`src/rtl/spi_frame_regs.sv`:
```
// spi_frame_regs: SPI mode-0 slave exchanging fixed-length checksummed frames;
// received fields sit in shadows and reach vel/dout/cfg only when a frame is accepted.
module spi_frame_regs #(
    parameter int N_CH   = 4,
    parameter int POS_W  = 21,
    parameter int VEL_W  = 12,
    parameter int DIN_W  = 16,
    parameter int DOUT_W = 16
) (
    input  logic                    clk,
    input  logic                    rst,
    input  logic                    SCK,
    input  logic                    SSEL,
    input  logic                    MOSI,
    output logic                    MISO,
    input  logic [N_CH*POS_W-1:0]   pos,
    input  logic [DIN_W-1:0]        din,
    output logic [N_CH*VEL_W-1:0]   vel,
    output logic [DOUT_W-1:0]       dout,
    output logic [15:0]             cfg,
    output logic                    commit,
    output logic                    frame_err,
    output logic [7:0]              err_cnt
);
    localparam logic [5:0] NB = 6'(4*N_CH);
    localparam logic [5:0] L  = NB + 6'd5;

    logic [2:0] sck_s, ssel_s;
    logic [1:0] mosi_s;
    logic       in_frame, load_pend, sum_ok;
    logic [2:0] bit_cnt;
    logic [5:0] byte_cnt;
    logic [6:0] rx_sr;
    logic [7:0] tx_sr, rx_sum, tx_sum, seq, err_snap, seq_snap, tx_next;
    logic [N_CH*POS_W-1:0] pos_snap;
    logic [DIN_W-1:0]      din_snap;
    logic [N_CH*VEL_W-1:0] vel_sh;
    logic [DOUT_W-1:0]     dout_sh;
    logic [15:0]           cfg_sh, din16;
    logic [23:0]           p24;
    logic [7:0]            rx_byte;
    logic sck_rise, sck_fall, ssel_fall, ssel_rise, accept;

    // Reset synchronisers low so a high SSEL at release never looks like a frame boundary
    always_ff @(posedge clk or posedge rst)
        if (rst) begin
            sck_s  <= '0;
            ssel_s <= '0;
            mosi_s <= '0;
        end else begin
            sck_s  <= {sck_s[1:0], SCK};
            ssel_s <= {ssel_s[1:0], SSEL};
            mosi_s <= {mosi_s[0], MOSI};
        end

    assign sck_rise  = in_frame & sck_s[1] & ~sck_s[2];
    assign sck_fall  = in_frame & ~sck_s[1] & sck_s[2];
    assign ssel_fall = ~ssel_s[1] & ssel_s[2];
    assign ssel_rise = in_frame & ssel_s[1] & ~ssel_s[2];
    assign rx_byte   = {rx_sr, mosi_s[1]};
    assign accept    = ssel_rise & (byte_cnt == L) & (bit_cnt == 3'd0) & sum_ok;
    assign MISO      = tx_sr[7];
    assign din16     = 16'(din_snap);

    always_comb begin
        p24 = '0;
        for (int k = 0; k < N_CH; k++)
            if (byte_cnt[5:2] == 4'(k)) p24 = 24'(pos_snap[k*POS_W +: POS_W]);
        tx_next = byte_cnt < NB ? (byte_cnt[1:0] == 2'd3 ? 8'h00 : p24[8*byte_cnt[1:0] +: 8]) :
                  byte_cnt == NB ? din16[7:0] :
                  byte_cnt == NB + 6'd1 ? din16[15:8] :
                  byte_cnt == NB + 6'd2 ? err_snap :
                  byte_cnt == NB + 6'd3 ? seq_snap :
                  byte_cnt == NB + 6'd4 ? tx_sum : 8'h00;
    end

    always_ff @(posedge clk or posedge rst)
        if (rst) begin
            in_frame  <= 1'b0;
            load_pend <= 1'b0;
            sum_ok    <= 1'b0;
            bit_cnt   <= '0;
            byte_cnt  <= '0;
            rx_sr     <= '0;
            tx_sr     <= '0;
            rx_sum    <= '0;
            tx_sum    <= '0;
            seq       <= '0;
            err_snap  <= '0;
            seq_snap  <= '0;
            pos_snap  <= '0;
            din_snap  <= '0;
            vel_sh    <= '0;
            dout_sh   <= '0;
            cfg_sh    <= '0;
            vel       <= '0;
            dout      <= '0;
            cfg       <= '0;
            err_cnt   <= '0;
            commit    <= 1'b0;
            frame_err <= 1'b0;
        end else begin
            commit    <= 1'b0;
            frame_err <= 1'b0;
            if (ssel_fall) begin
                in_frame  <= 1'b1;
                load_pend <= 1'b0;
                sum_ok    <= 1'b0;
                bit_cnt   <= '0;
                byte_cnt  <= '0;
                rx_sum    <= '0;
                tx_sr     <= pos[7:0];
                tx_sum    <= pos[7:0];
                pos_snap  <= pos;
                din_snap  <= din;
                err_snap  <= err_cnt;
                seq_snap  <= seq;
            end else if (ssel_rise) begin
                in_frame  <= 1'b0;
                commit    <= accept;
                frame_err <= ~accept;
                if (accept) begin
                    vel  <= vel_sh;
                    dout <= dout_sh;
                    cfg  <= cfg_sh;
                    seq  <= seq + 8'd1;
                end else if (err_cnt != 8'hFF) err_cnt <= err_cnt + 8'd1;
            end else begin
                if (sck_rise) begin
                    rx_sr   <= rx_byte[6:0];
                    bit_cnt <= bit_cnt + 3'd1;
                    if (bit_cnt == 3'd7) begin
                        load_pend <= 1'b1;
                        byte_cnt  <= byte_cnt == L + 6'd1 ? byte_cnt : byte_cnt + 6'd1;
                        if (byte_cnt < L - 6'd1) rx_sum <= rx_sum + rx_byte;
                        if (byte_cnt == L - 6'd1) sum_ok <= rx_byte == rx_sum;
                        for (int k = 0; k < N_CH; k++) begin
                            if (byte_cnt == 6'(4*k)) vel_sh[k*VEL_W +: 8] <= rx_byte;
                            if (byte_cnt == 6'(4*k+1)) vel_sh[k*VEL_W+8 +: VEL_W-8] <= rx_byte[VEL_W-9:0];
                        end
                        if (byte_cnt == NB) dout_sh[7:0] <= rx_byte;
                        if (byte_cnt == NB + 6'd1) dout_sh[DOUT_W-1:8] <= rx_byte[DOUT_W-9:0];
                        if (byte_cnt == NB + 6'd2) cfg_sh[7:0] <= rx_byte;
                        if (byte_cnt == NB + 6'd3) cfg_sh[15:8] <= rx_byte;
                    end
                end
                if (sck_fall) begin
                    load_pend <= 1'b0;
                    if (load_pend) begin
                        tx_sr  <= tx_next;
                        tx_sum <= tx_sum + tx_next;
                    end else tx_sr <= {tx_sr[6:0], 1'b0};
                end
            end
        end
endmodule

```
`config.mk`:
```
export PLATFORM = sky130hd
export DESIGN_NAME = spi_frame_regs
export DESIGN_NICKNAME = d
export VERILOG_FILES = /design/src/rtl/spi_frame_regs.sv
export SDC_FILE = /design/constraint.sdc
export NUM_CORES = 1
export LEC_CHECK = 0
export ABC_AREA = 1
export BUFFER_PORTS_ARGS = -buffer_cell sky130_fd_sc_hd__buf_2
export CAP_MARGIN = 10
export CORE_ASPECT_RATIO = 0.5
export CORE_MARGIN = 1.5
export CORE_UTILIZATION = 50
export CTS_BUF_LIST = sky130_fd_sc_hd__clkbuf_4 sky130_fd_sc_hd__clkbuf_8 sky130_fd_sc_hd__clkbuf_16
export DETAILED_ROUTE_END_ITERATION = 10
export GPL_TIMING_DRIVEN = 0
export MAX_ROUTING_LAYER = met4
export PLACE_DENSITY = 0.71
export SETUP_SLACK_MARGIN = 0.1
export SYNTH_ARGS = -nofsm -noshare
export SYNTH_HDL_FRONTEND = slang
export SYNTH_SLANG_ARGS = --single-unit
```
`constraint.sdc`:
```
create_clock -name clk -period 14.11 [get_ports clk]
set_clock_uncertainty 0.05 [all_clocks]
set_input_delay 2.822 -clock clk [delete_from_list [all_inputs] [get_ports clk]]
set_output_delay 2.822 -clock clk [all_outputs]
set_load 0.03 [all_outputs]
```
After elaboration in Yosys (flattened, before gate mapping)
Cells that the tools add are included.
{"block": "word_totals", "output_inout_bits": 91, "elab_cells": 166, "in_bits": 105, "reg_bits": 345}
{"block": "classes", "muxes": 48, "n_lt_le_gt_ge": 2, "reduce_logical": 34, "bitwise": 17, "eq_ne": 23, "n_addsub": 6, "n_shift": 1}
{"operator": "8-bit two-way mux", "n": 20}
{"operator": "24-bit two-way mux", "n": 3}
{"operator": "5-bit AND reduction", "n": 12}
{"operator": "6-bit by 5-bit == test with 1-bit output (second input constant)", "n": 7}
{"operator": "6-bit two-way mux", "n": 5}
{"operator": "6-bit by 4-bit == test with 1-bit output (second input constant)", "n": 4}
{"operator": "24-bit by 6-bit indexed part select with 8-bit output", "n": 1}
{"operator": "21-bit two-way mux", "n": 1}
{"operator": "8-bit by 1-bit adder with 8-bit output (second input constant)", "n": 2}
{"operator": "8-bit adder", "n": 2}
{"operator": "1-bit two-way mux", "n": 16}
{"operator": "4-bit AND reduction", "n": 4}
{"operator": "2-bit nonzero test", "n": 7}
{"operator": "6-bit by 3-bit == test with 1-bit output (second input constant)", "n": 2}
{"operator": "6-bit by 5-bit less-than comparator with 1-bit output (second input constant)", "n": 2}
{"operator": "3-bit AND reduction", "n": 4}
{"operator": "1-bit AND", "n": 10}
{"operator": "3-bit two-way mux", "n": 3}
{"operator": "4-bit by 2-bit == test with 1-bit output (second input constant)", "n": 2}
{"operator": "8-bit == test", "n": 1}
{"operator": "8-bit inequality test (second input constant)", "n": 1}
{"operator": "1-bit NOT", "n": 7}
{"operator": "6-bit by 1-bit adder with 6-bit output (second input constant)", "n": 1}
{"operator": "6-bit by 1-bit == test with 1-bit output (second input constant)", "n": 1}
{"operator": "10 further kinds", "n": 13}

Depth between registers and ports, before layout
{"block": "logic_depth", "ltp_word": 13, "ltp_mapped": 24, "mapped_depth_nobuf": 23}

Least setup slack after synthesis
OpenSTA, ideal clock, no wires.
{"block": "synth_path", "path_type": "flip-flop to output port", "start": "register err_cnt[2]", "end": "output port err_cnt[2]", "t_required_ns": 11.238, "path_buffers": 0, "slack_ns": 10.698, "stages_incl_launch_ff": 1, "t_arrival_ns": 0.540, "cell_sequence": "dfrtp_1"}
{"item": "start: declaration", "line_no": "23", "rtl": "output logic [7:0] err_cnt"}
{"item": "start signal: assignment", "line_no": "127", "rtl": "end else if (err_cnt != 8'hFF) err_cnt <= err_cnt + 8'd1;"}
No word-level cell between the ends.

Final worst setup path
{"block": "layout_path", "start": "register err_cnt[1]", "end": "output port err_cnt[1]"}
No word-level cell between the ends.

==> impl_summary.txt <==
----------------------------------------------------
[Yosys]
  Mean instance size in the synthesized netlist ... 8.60 µm²
  Dominant register cell in the synthesized netlist ... dfrtp_1
  Cell variety after synth ... 44
  Top cells by instance count after synthesis ... nand2_1 (793), dfrtp_1 (345), o21ai_0 (143)
  Share of the yosys chip area belonging to registers ... 0.580
  Nets in the synthesized netlist ... 1861
  Most repeated cell in the gate-level netlist after synthesis ... nand2_1
  Cell taking the most area after synthesis ... dfrtp_1
  Area share of the largest cell type after synthesis ... 0.580
  Number of cells produced by synthesis ... 1730
  Warning count from the yosys run ... 0
  Synth Register Bits ... 345
  Number of flops mapped to enable cells by yosys ... 0
  Post-synthesis cell area ... 14900 µm²
  Async set-or-reset flop fraction in the synthesized netlist ... 1.00
  Top post-synthesis cells by area ... dfrtp_1 (58%), nand2_1 (20%), o21ai_0 (4.8%), nand3_1 (2.1%), ha_1 (2.0%)

[STA]
  Fmax achieved ... 242 MHz
  Count of endpoints failing hold in the final timing report ... 0
  Final number of setup-violating endpoints ... 0
  RSZ-0062 raised after global routing ... false
  Slew margin rel. ... 0.501
  Final number of max-transition violations ... 0
  Slew at the pin with the worst max-slew slack ... 0.748 ns
  Share of the cycle needed by the critical path after routing ... 0.293
  Setup TNS ... 0 ns
  Fin Hold WS ... 0.289 ns
  Shortest clock period the worst path allows after layout ... 4.13 ns

[Power and ir drop]
  Switching share of power ... 0.278
  Clock share of power ... 0.382
  Power density cells ... 133 nW/µm²
  Peak VDD IR ... 0.0897 mV
  Static leakage power ... 9.35 nW
  Internal power ... 0.00168 W
  Power spent charging and discharging nets ... 0.000646 W
  Comb pwr share ... 0.134
  Seq pwr share ... 0.484

[Die]
  Die ar. ... 30900 µm²
  Ports ... 196
  Standard-cell row count ... 44
  Initial Util ... 0.511
  Overall die width ... 247 µm
  Area of the core ... 29100 µm²
  Die height ... 125 µm

[Route]
  Starting DRC count in detailed routing ... 1079
  Final routed DRC violation total ... 0
  Drt first pass iters ... 5
  Routed length per instance ... 16.5 µm
  Total Wirelength ... 39100 µm
  Remaining antenna violation count after routing ... 0
  DR vias ... 12500
  Mean number of vias per cell ... 5.26

[Finish]
  Layout-stage area growth over the synthesis result ... 17.5%
  Share of final-layout standard cells stronger than drive strength 1 ... 0.157
  Nets ... 2091
  Number of antenna cells inserted ... 0

[Min path]
  Hold-critical path endpoint ... mosi_s[1]$_DFF_PP0_
  Type of the tightest min-delay check ... flop to flop
  WHS Path Cells ... 0
  Worst Hold Launch ... mosi_s[0]$_DFF_PP0_

[Setup path]
  Critical path start-end classification ... flop to output pin
  Crit Reg-Reg Endpoint ... tx_sum[6]$_DFFE_PP0P_
  Worst EP arrival ... 1.26 ns
  Slowest CP cell ... dfrtp_1
  Req. time, crit path ... 11.24 ns
  Cell Chain, Critical Path ... buf_2
  R2R cell count ... 23
  Number of buffer and inverter stages on the critical path ... 1
  Max incr delay on CP ... 0.45 ns
  Family of cells with the greatest summed delay on the critical path ... flip-flops
  R2R Path Start ... byte_cnt[0]$_DFFE_PP0P_
  Worst R2R Setup Slack ... 10.26 ns
  Largest fanout on the critical path ... 5
  Worst Setup End Kind ... output pin
  Worst Setup SP ... err_cnt[1]$_DFFE_PP0P_
  Critical Path Source Type ... flop

[Global routing]
  Met3 track demand over resource ... 0.0397
  Via count of the first global-routing pass ... 12000
  Total gr overflow ... 0
  Maximum number of pins on one net before global-route repair ... 128
  Met2 capacity usage during global routing ... 0.402
  Number of antenna violations at the first check in global routing ... 0
  Met1 GRT Util ... 0.390
  Global-route wire length before repair ... 63600 µm
  Gr usage total ... 0.269
  Most used routing layer ... met2

[CTS]
  Quantity of gates resized following cts ... 0
  # H-tree levels ... 1
  Skew-Pair Late Insertion Delay ... 0.58 ns
  Clock transition at path regs ... 0.07 ns
  Inserted Clock Buffers ... 31
  CTS tree ... built
  Bufs on Longest Clock Path ... 3
  # Post-CTS Setup Buffers ... 0
  Buffer cell driving the clock tree root ... clkbuf_16
  CTS Hold Bufs ... 0
  CTS Sinks ... 345

[Placed design]
  Routability congestion estimate ... 0.907
  Number of input and output port buffers inserted ... 195
  Detailed Place HPWL ... 27900 µm

[Flow run]
  Count of max-cap constraint violations ... 0

[Outcome]
  Outcome ... completed

----------------------------------------------------
==> area by class of cell <==
type,count,area [µm²]
fillers,2557,11600
multi-input cells,1225,5600
clock inverters,17,203
inverters,88,338
clock buffers,38,866
plain buffers,72,314
repair buffers,197,1030
well taps,391,489
flip-flops and latches,345,8630
==> per-layer routing <==
layer,share of wire,vias to the layer above
li1,-,6011
met1,0.48,6050
met2,0.45,353
met3,0.054,61
met4,0.023,0
met5,0,-
==> cell families (layout without fill, tap and decap cells) <==
| kind of cell | count (synthesis) | after routing | synth area share |
|---|---|---|---|
| multiplexers | 1 | 1 | 0.000757 |
| adder cells (fa/ha/maj) | 26 | 26 | 0.0229 |
| AND/OR/NAND/NOR | 941 | 941 | 0.254 |
| XOR/XNOR | 17 | 17 | 0.0100 |
| buffers and inverters | 160 | 412 | 0.0433 |
| flip-flops | 345 | 345 | 0.580 |
| AO/OA/AOI/OAI | 240 | 240 | 0.0888 |
==> layout by cell type, fill, tap and decap left out, types with 4 or more instances in the layout <==
master,instances
clkinvlp_4,4
ha_1,24
clkbuf_8,6
nor2_4,6
clkinv_2,7
o211ai_1,10
nand2_1,793
o21ai_1,16
xor2_1,15
nor3_1,12
nor2_2,5
a221oi_1,9
clkbuf_1,46
nor4_1,4
bufinv_16,4
buf_2,212
a21oi_1,39
clkbuf_16,31
inv_2,9
nand2_2,6
o21a_1,4
buf_1,5
nand4_1,7
or2_2,4
nor2_1,33
o221ai_1,5
dfrtp_1,345
a31oi_1,5
inv_1,76
nand3_1,63
o21ai_0,143
==> power groups by stage <==
stage | sequential [W] | clock (W) | combinational (W)
final | 0.00112 | 0.000888 | 0.000311
after global routing | 0.00113 | 0.000938 | 0.000352
after CTS | 0.00112 | 0.000900 | 0.000312
after detailed placement | 0.00114 | 0 | 0.000309
after global placement | 0.00114 | 0 | 0.000298
after floorplan | 0.00114 | 0 | 0.000195
==> worst register-to-register path: stages, from the launching register on <==
cell and delay (ns):
dfrtp_1 0.52, clkinv_1 0.40, ha_1 0.35, nand2_1 0.08, nor2_2 0.06, inv_2 0.12
buf_6 0.15, nand3_1 0.09, o211ai_1 0.11, nand2_1 0.08, o21ai_0 0.08, nand2_1 0.10
ha_1 0.24, fa_1 0.41, a31oi_1 0.20, or2_2 0.16, nand2_1 0.05, a21oi_1 0.19
inv_1 0.06, nand2_1 0.06, nand3_1 0.06, nand2_1 0.08, nand2_1 0.05, nand2_1 0.05
==> through the flow <==
step,setup WS (ns),std cells,total power (W),instance area [µm²],utilization
after floorplan,1.67,1730,0.00133,14900,-
after global placement,-2.08,2316,0.00144,16300,0.561
after detailed placement,9.42,2318,0.00145,16400,0.563
after CTS,9.97,2373,0.00233,17500,0.600
after global routing,9.82,2373,0.00242,17500,0.600
final,9.98,2373,0.00232,17500,0.600
==> flip-flops by register name, indices dropped and copies added (netlist names), 16 cells and up <==
name      flops
pos_snap     84
vel          48
vel_sh       48
cfg          16
cfg_sh       16
din16        16
dout         16
dout_sh      16
==> how the worst max path moves through the flow <==
stage	cells past startpoint	endpoint	slack, ns
final	1	err_cnt[1]	9.98
after global routing	4	din16[9]$_DFFE_PP0P_	9.82
after CTS	1	err_cnt[1]	9.97
after detailed placement	4	cfg[13]$_DFFE_PP0P_	9.42
after global placement	2	cfg[0]$_DFFE_PP0P_	-2.08
after floorplan	1	bit_cnt[0]$_DFFE_PP0P_	1.67
Power figures use the tool's default switching activity.
